<file path="src/rtl/keypad_pkg.sv">
// keypad_pkg: shared types and helpers for the 4x4 keypad scanner.
//   state_t     : scanner FSM states (SCAN, DEBOUNCE, PRESSED, RELEASE)
//   ROW_INIT    : row drive after reset (row 0 driven low)
//   COL_IDLE    : column value with no key pressed (pulled up)
//   onehot0_low : true when exactly one of four active-low bits is low
package keypad_pkg;

  typedef enum logic [1:0] {
    SCAN     = 2'd0,
    DEBOUNCE = 2'd1,
    PRESSED  = 2'd2,
    RELEASE  = 2'd3
  } state_t;

  localparam logic [3:0] ROW_INIT = 4'b1110;
  localparam logic [3:0] COL_IDLE = 4'b1111;

  function automatic logic onehot0_low(logic [3:0] c);
    logic [3:0] l;
    l = ~c;
    // Non-zero and clearing the lowest set bit leaves nothing: exactly one bit set.
    return (l != 4'b0000) && ((l & (l - 4'd1)) == 4'b0000);
  endfunction

endpackage

</file>
<file path="src/rtl/scan_tick.sv">
// scan_tick: free-running divider for the keypad scanner.
//   Parameter SCAN_DIV : period of tick in clocks (>= 2).
//   clk  in  system clock
//   rst  in  asynchronous active-high reset, count returns to 0
//   tick out high on the last clock of every SCAN_DIV-clock period
module scan_tick #(
  parameter int unsigned SCAN_DIV = 1000
) (
  input  logic clk,
  input  logic rst,
  output logic tick
);

  localparam int unsigned W = (SCAN_DIV > 1) ? $clog2(SCAN_DIV) : 1;
  localparam logic [W-1:0] LAST = W'(SCAN_DIV - 1);

  logic [W-1:0] r_cnt;

  always_ff @(posedge clk or posedge rst) begin
    if (rst) begin
      r_cnt <= '0;
    end else if (r_cnt == LAST) begin
      r_cnt <= '0;
    end else begin
      r_cnt <= r_cnt + 1'b1;
    end
  end

  assign tick = (r_cnt == LAST);

endmodule

</file>
<file path="src/rtl/keypad_scanner.sv">
// keypad_scanner: 4x4 keypad scan controller with press/release debounce.
// Optional feature macro: KEYPAD_REPEAT_EN (auto-repeat strobes while a key is held).
//   Parameters: SCAN_DIV (clocks per row dwell/sample), DEBOUNCE_CNT (matching samples
//               to accept press or release), REPEAT_CNT (ticks between repeat strobes).
//   clk        in  system clock
//   rst        in  asynchronous active-high reset
//   col        in  [3:0] keypad columns, active-low, already synchronised
//   row        out [3:0] row drive, active-low, exactly one bit low
//   key_row    out [3:0] active-low row of the accepted key
//   key_col    out [3:0] active-low column of the accepted key
//   key_strobe out one-clock pulse per accepted key (and per repeat when enabled)
//   key_held   out high from accept until the release is debounced
module keypad_scanner
  import keypad_pkg::*;
#(
  parameter int unsigned SCAN_DIV     = 1000,
  parameter int unsigned DEBOUNCE_CNT = 8,
  parameter int unsigned REPEAT_CNT   = 250
) (
  input  logic       clk,
  input  logic       rst,
  input  logic [3:0] col,
  output logic [3:0] row,
  output logic [3:0] key_row,
  output logic [3:0] key_col,
  output logic       key_strobe,
  output logic       key_held
);

  localparam int unsigned CNT_W = $clog2(DEBOUNCE_CNT + 1);
  localparam logic [CNT_W-1:0] DEB_MAX = CNT_W'(DEBOUNCE_CNT);

  logic w_tick;

  scan_tick #(
    .SCAN_DIV(SCAN_DIV)
  ) u_scan_tick (
    .clk (clk),
    .rst (rst),
    .tick(w_tick)
  );

  state_t           r_state, w_state_nxt;
  logic [3:0]       r_row, w_row_nxt;
  logic [3:0]       r_cand_col, w_cand_col_nxt;
  logic [3:0]       r_key_row, w_key_row_nxt;
  logic [3:0]       r_key_col, w_key_col_nxt;
  logic [CNT_W-1:0] r_cnt, w_cnt_nxt;
  logic             r_strobe, w_strobe_nxt;
  logic             r_held, w_held_nxt;
  logic [3:0]       w_row_rot;
  logic             w_cand_low;

`ifdef KEYPAD_REPEAT_EN
  localparam int unsigned REP_W = $clog2(REPEAT_CNT + 1);
  localparam logic [REP_W-1:0] REP_MAX = REP_W'(REPEAT_CNT);
  logic [REP_W-1:0] r_rep, w_rep_nxt;
`endif

  assign w_row_rot  = {r_row[2:0], r_row[3]};
  // The candidate's column line is low, whatever the other columns do.
  assign w_cand_low = (~(col | r_cand_col)) != 4'b0000;

  always_comb begin
    w_state_nxt    = r_state;
    w_row_nxt      = r_row;
    w_cand_col_nxt = r_cand_col;
    w_key_row_nxt  = r_key_row;
    w_key_col_nxt  = r_key_col;
    w_cnt_nxt      = r_cnt;
    w_strobe_nxt   = 1'b0;
    w_held_nxt     = r_held;
`ifdef KEYPAD_REPEAT_EN
    w_rep_nxt      = r_rep;
`endif
    unique case (r_state)
      SCAN: begin
        if (w_tick) begin
          if (onehot0_low(col)) begin
            // Row stays frozen on the candidate while it is debounced.
            w_cand_col_nxt = col;
            if (DEB_MAX == CNT_W'(1)) begin
              w_state_nxt   = PRESSED;
              w_key_row_nxt = r_row;
              w_key_col_nxt = col;
              w_strobe_nxt  = 1'b1;
              w_held_nxt    = 1'b1;
              w_cnt_nxt     = '0;
`ifdef KEYPAD_REPEAT_EN
              w_rep_nxt     = '0;
`endif
            end else begin
              w_state_nxt = DEBOUNCE;
              w_cnt_nxt   = CNT_W'(1);
            end
          end else begin
            // Idle or ghost/multi-key sample: keep scanning.
            w_row_nxt = w_row_rot;
          end
        end
      end
      DEBOUNCE: begin
        if (w_tick) begin
          if (col == r_cand_col) begin
            if (r_cnt + CNT_W'(1) == DEB_MAX) begin
              w_state_nxt   = PRESSED;
              w_key_row_nxt = r_row;
              w_key_col_nxt = r_cand_col;
              w_strobe_nxt  = 1'b1;
              w_held_nxt    = 1'b1;
              w_cnt_nxt     = '0;
`ifdef KEYPAD_REPEAT_EN
              w_rep_nxt     = '0;
`endif
            end else begin
              w_cnt_nxt = r_cnt + CNT_W'(1);
            end
          end else begin
            // Rotation resumes from the frozen row on the next tick.
            w_state_nxt = SCAN;
            w_cnt_nxt   = '0;
          end
        end
      end
      PRESSED: begin
        if (w_tick) begin
          if (col == COL_IDLE) begin
            if (DEB_MAX == CNT_W'(1)) begin
              w_state_nxt = SCAN;
              w_held_nxt  = 1'b0;
              w_row_nxt   = w_row_rot;
              w_cnt_nxt   = '0;
            end else begin
              w_state_nxt = RELEASE;
              w_cnt_nxt   = CNT_W'(1);
            end
`ifdef KEYPAD_REPEAT_EN
            w_rep_nxt = '0;
          end else if (w_cand_low) begin
            if (r_rep + REP_W'(1) == REP_MAX) begin
              w_strobe_nxt = 1'b1;
              w_rep_nxt    = '0;
            end else begin
              w_rep_nxt = r_rep + REP_W'(1);
            end
`endif
          end
        end
      end
      RELEASE: begin
`ifdef KEYPAD_REPEAT_EN
        w_rep_nxt = '0;
`endif
        if (w_tick) begin
          if (col == COL_IDLE) begin
            if (r_cnt + CNT_W'(1) == DEB_MAX) begin
              w_state_nxt = SCAN;
              w_held_nxt  = 1'b0;
              w_row_nxt   = w_row_rot;
              w_cnt_nxt   = '0;
            end else begin
              w_cnt_nxt = r_cnt + CNT_W'(1);
            end
          end else if (w_cand_low) begin
            // Release bounce: key is still down, no new strobe.
            w_state_nxt = PRESSED;
            w_cnt_nxt   = '0;
          end
        end
      end
    endcase
  end

  always_ff @(posedge clk or posedge rst) begin
    if (rst) begin
      r_state    <= SCAN;
      r_row      <= ROW_INIT;
      r_cand_col <= COL_IDLE;
      r_key_row  <= COL_IDLE;
      r_key_col  <= COL_IDLE;
      r_cnt      <= '0;
      r_strobe   <= 1'b0;
      r_held     <= 1'b0;
    end else begin
      r_state    <= w_state_nxt;
      r_row      <= w_row_nxt;
      r_cand_col <= w_cand_col_nxt;
      r_key_row  <= w_key_row_nxt;
      r_key_col  <= w_key_col_nxt;
      r_cnt      <= w_cnt_nxt;
      r_strobe   <= w_strobe_nxt;
      r_held     <= w_held_nxt;
    end
  end

`ifdef KEYPAD_REPEAT_EN
  always_ff @(posedge clk or posedge rst) begin
    if (rst) begin
      r_rep <= '0;
    end else begin
      r_rep <= w_rep_nxt;
    end
  end
`endif

  assign row        = r_row;
  assign key_row    = r_key_row;
  assign key_col    = r_key_col;
  assign key_strobe = r_strobe;
  assign key_held   = r_held;

endmodule

</file>
<file path="config.mk">
export PLATFORM = sky130hd
export DESIGN_NAME = keypad_scanner
export DESIGN_NICKNAME = d
export VERILOG_FILES = /design/src/rtl/keypad_pkg.sv /design/src/rtl/scan_tick.sv /design/src/rtl/keypad_scanner.sv
export SDC_FILE = /design/constraint.sdc
export NUM_CORES = 1
export LEC_CHECK = 0
export CAP_MARGIN = 20
export CORE_MARGIN = 3
export CORE_UTILIZATION = 35
export CTS_CLUSTER_DIAMETER = 60
export DETAILED_ROUTE_END_ITERATION = 10
export PLACE_DENSITY_LB_ADDON = 0.08
export SLEW_MARGIN = 15
export SYNTH_ARGS = -nofsm -noshare
export SYNTH_HDL_FRONTEND = slang
export SYNTH_SLANG_ARGS = --single-unit
export TNS_END_PERCENT = 1
</file>
<file path="constraint.sdc">
create_clock -name clk -period 4.35 [get_ports clk]
set_input_delay 0.435 -clock clk [delete_from_list [all_inputs] [get_ports clk]]
set_output_delay 0.435 -clock clk [all_outputs]
set_load 0.05 [all_outputs]
</file>
==> summary.txt <==
Number of placed I/O pins: 20
Non-filler cells, final: 246
Placed insts: 238
Seq pwr share: 0.548
Portion of total power attributed to the clock network: 0.417
Main flop type after synthesis: dfrtp_1
Number of optimization iterations in the first detailed-route pass: 4
CTS tree: built
Number of endpoints failing setup at the final stage: 0
Via count of the first global-routing pass: 1,199
Share of cells above drive strength 1: 0.232
DRC violation total after the first TritonRoute iteration: 50
Number of inserted diodes: 0
Wire length of the first global-routing pass: 5680 um
Standard cell area after detailed placement: 1970 um2
Number of clock buffers inserted by TritonCTS: 5
Cell count after synthesis: 157
Antenna violations before repair: 0
Total Negative Setup Slacks: 0 ps
Final instance area: 2070 um2
Result of the run: complete, no violations
Overall die area: 5790 um2
Setup Buffers After CTS: 0
Number of buffers on the longest clock path: 2
Launching element type of the critical path: flop
DR vias/cell: 4.81
Fill cell instance count of the final layout: 427
Post-Synthesis Net Count: 170
Int Power: 0.452 mW
Slew Limit Fails: 0
Avg Inst Size Synth: 10.9 um2
Static Leakage: 0.903 nW
Floorplan Core Area: 4530 um2
Post-placement worst setup slack: 1840 ps
Sequential share of the synthesized area: 0.506
Unrepaired setup endpoints after global routing: no
Least setup slack across all paths after layout: 2000 ps
Commonest non-fill, non-tap cells in the layout: clkdlybuf4s50_1, dfrtp_1, nor2_1, dfstp_2
Global placer's final weighted congestion: 0.780
Clk sink count: 34
Number of resized instances in the post-cts repair step: 0
Die height: 76.1 um
Maximum fanout along the worst path: 13
Type of the worst min-delay path: reg2reg
Total Routing Usage GR: 0.120
Post-synthesis sequential element count: 34
Dpl hpwl: 2300 um
FMAX: 0.425 GHz
Layout overhead on the synthesized area: 20.3%
Switching power total: 0.126 mW
Slew @ Worst Pin: 680 ps
Peak supply drop: 0.000105 V
Data required time at the worst endpoint: 4520 ps
Chip width: 76.1 um
Number of buffer cells added on primary ports: 19
Clock latency of the later-clocked register in the worst-skew pair: 280 ps
Cell Area, Synth: 1720 um2
DR vias: 1,184
Total power divided by cell area: 280 nW/um2
Maximum number of pins on one net before global-route repair: 35
Reported max-cap violation count: 0
CTS Root Buffer Type: clkbuf_8
Number of warning messages in the yosys log: 0
Final-report hold violation count: 0
Rows: 24
Number of buffers added to fix hold violations after cts: 0
Clock skew after layout: 4.22 ps
Effective utilization at floorplan: 0.379
Worst EP arrival: 2520 ps
Net switching share of the total power: 0.219
Number of flops mapped to enable cells by yosys: 0
Nets: 193
GRT Residual Overflow: 0
Per-cell routed wire length: 13.0 um
H-Tree Level Count: 2
Clock transition at path regs: 70 ps
Residual DRC count: 0
Share of the cycle needed by the critical path after routing: 0.541
Share of total power in combinational logic: 0.035
Remaining antenna violation count: 0
Critical setup path kind: reg2reg
Unique cell type count in the Yosys netlist: 39
Ys async rst share: 1.00
Nature of the critical path endpoint: flop
Flop-to-flop setup slack: 2000 ps
Min cycle time layout: 2350 ps
Total detailed-routing wirelength: 3200 um
Final core utilization: 0.456
Slew margin rel.: 0.543
-- metal layers --
metal | vias up | track usage | wire length, um
met4 | 0 | 0.0380 | 31
li1 | 591 | - | -
met3 | 4 | 0.0426 | 154
met5 | - | 0 | 0
met1 | 565 | 0.154 | 1540
met2 | 24 | 0.190 | 1470
-- metrics by stage --
| step | hold WS, ps | total power [mW] |
|---|---|---|
| final | 481 | 0.578 |
| after detailed placement | 479 | 0.343 |
| after global placement | 472 | 0.343 |
| after floorplan | 445 | 0.333 |
| after CTS | 489 | 0.591 |
| after global routing | 521 | 0.607 |
-- worst max-delay path, cell delays in order, from the launching register on --
cell	delay (ps)
dfrtp_1	410
nand4_1	210
nor4_4	680
o311a_1	520
o21ai_0	160
a22o_1	260
-- registers in the layout, summed over array words and instances, names as in the netlist --
register and count:
u_scan_tick.r_cnt 10, key_col 4, key_row 4, r_cand_col 4, r_cnt 4, row 4, r_state 2, key_held 1
key_strobe 1
-- layout make-up --
cell class / count / area, um2 / share of cell area
tap: 65 / 81.3 / 0.0393
multi-input combinational: 107 / 778 / 0.377
inverter: 12 / 45.0 / 0.0218
clock buffer: 6 / 82.6 / 0.0400
sequential: 34 / 870 / 0.421
clock inverter: 2 / 12.5 / 0.00605
timing repair buffer: 20 / 198 / 0.0956
-- logic make-up after synthesis --
logic type      share of synthesized area
flops                               0.506
buf+inv                            0.0408
xor+xnor                           0.0459
fa+ha+maj                          0.0510
mux                                0.0787
compound gates                      0.129
simple gates                        0.149
-- path summary, 6_finish.rpt --
check | from | end | cells after the start
max reg2reg | u_scan_tick.r_cnt[5] | r_cnt[2] | 5
max in group asynchronous | rst | r_cand_col[0] | 3
min | u_scan_tick.r_cnt[0] | u_scan_tick.r_cnt[0] | 1
max | u_scan_tick.r_cnt[5] | r_cnt[2] | 5
min reg2reg | u_scan_tick.r_cnt[0] | u_scan_tick.r_cnt[0] | 1
min in group asynchronous | rst | u_scan_tick.r_cnt[2] | 3
-- power by group through the flow --
stage,clock network [mW],registers [mW],logic (mW)
6_report,0.241,0.317,0.0204
5_1_grt,0.267,0.317,0.0236
4_1_cts,0.254,0.317,0.0211
3_5_place_dp,0,0.322,0.0210
3_3_place_gp,0,0.322,0.0210
2_1_floorplan,0,0.322,0.0108
-- Yosys cell counts, types with 2 or more instances --
| cell type | number | area [um2] |
|---|---|---|
| a21oi_1 | 2 | 10.0 |
| a31oi_1 | 2 | 12.5 |
| and2_1 | 2 | 12.5 |
| and3_1 | 5 | 31.3 |
| buf_2 | 2 | 10.0 |
| buf_4 | 2 | 15.0 |
| dfrtp_1 | 19 | 475 |
| dfstp_2 | 15 | 394 |
| ha_1 | 7 | 87.6 |
| inv_1 | 12 | 45.0 |
| mux2_2 | 12 | 135 |
| nand2_1 | 10 | 37.5 |
| nand3_1 | 6 | 30.0 |
| nand4_1 | 2 | 12.5 |
| nor2_1 | 15 | 56.3 |
| nor2b_1 | 2 | 12.5 |
| o211ai_1 | 4 | 30.0 |
| o21a_1 | 2 | 15.0 |
| o21ai_0 | 8 | 40.0 |
| o31ai_1 | 2 | 15.0 |
| xnor2_1 | 6 | 52.6 |
| xor2_1 | 3 | 26.3 |
No activity file was read; power rests on OpenSTA's default activity.
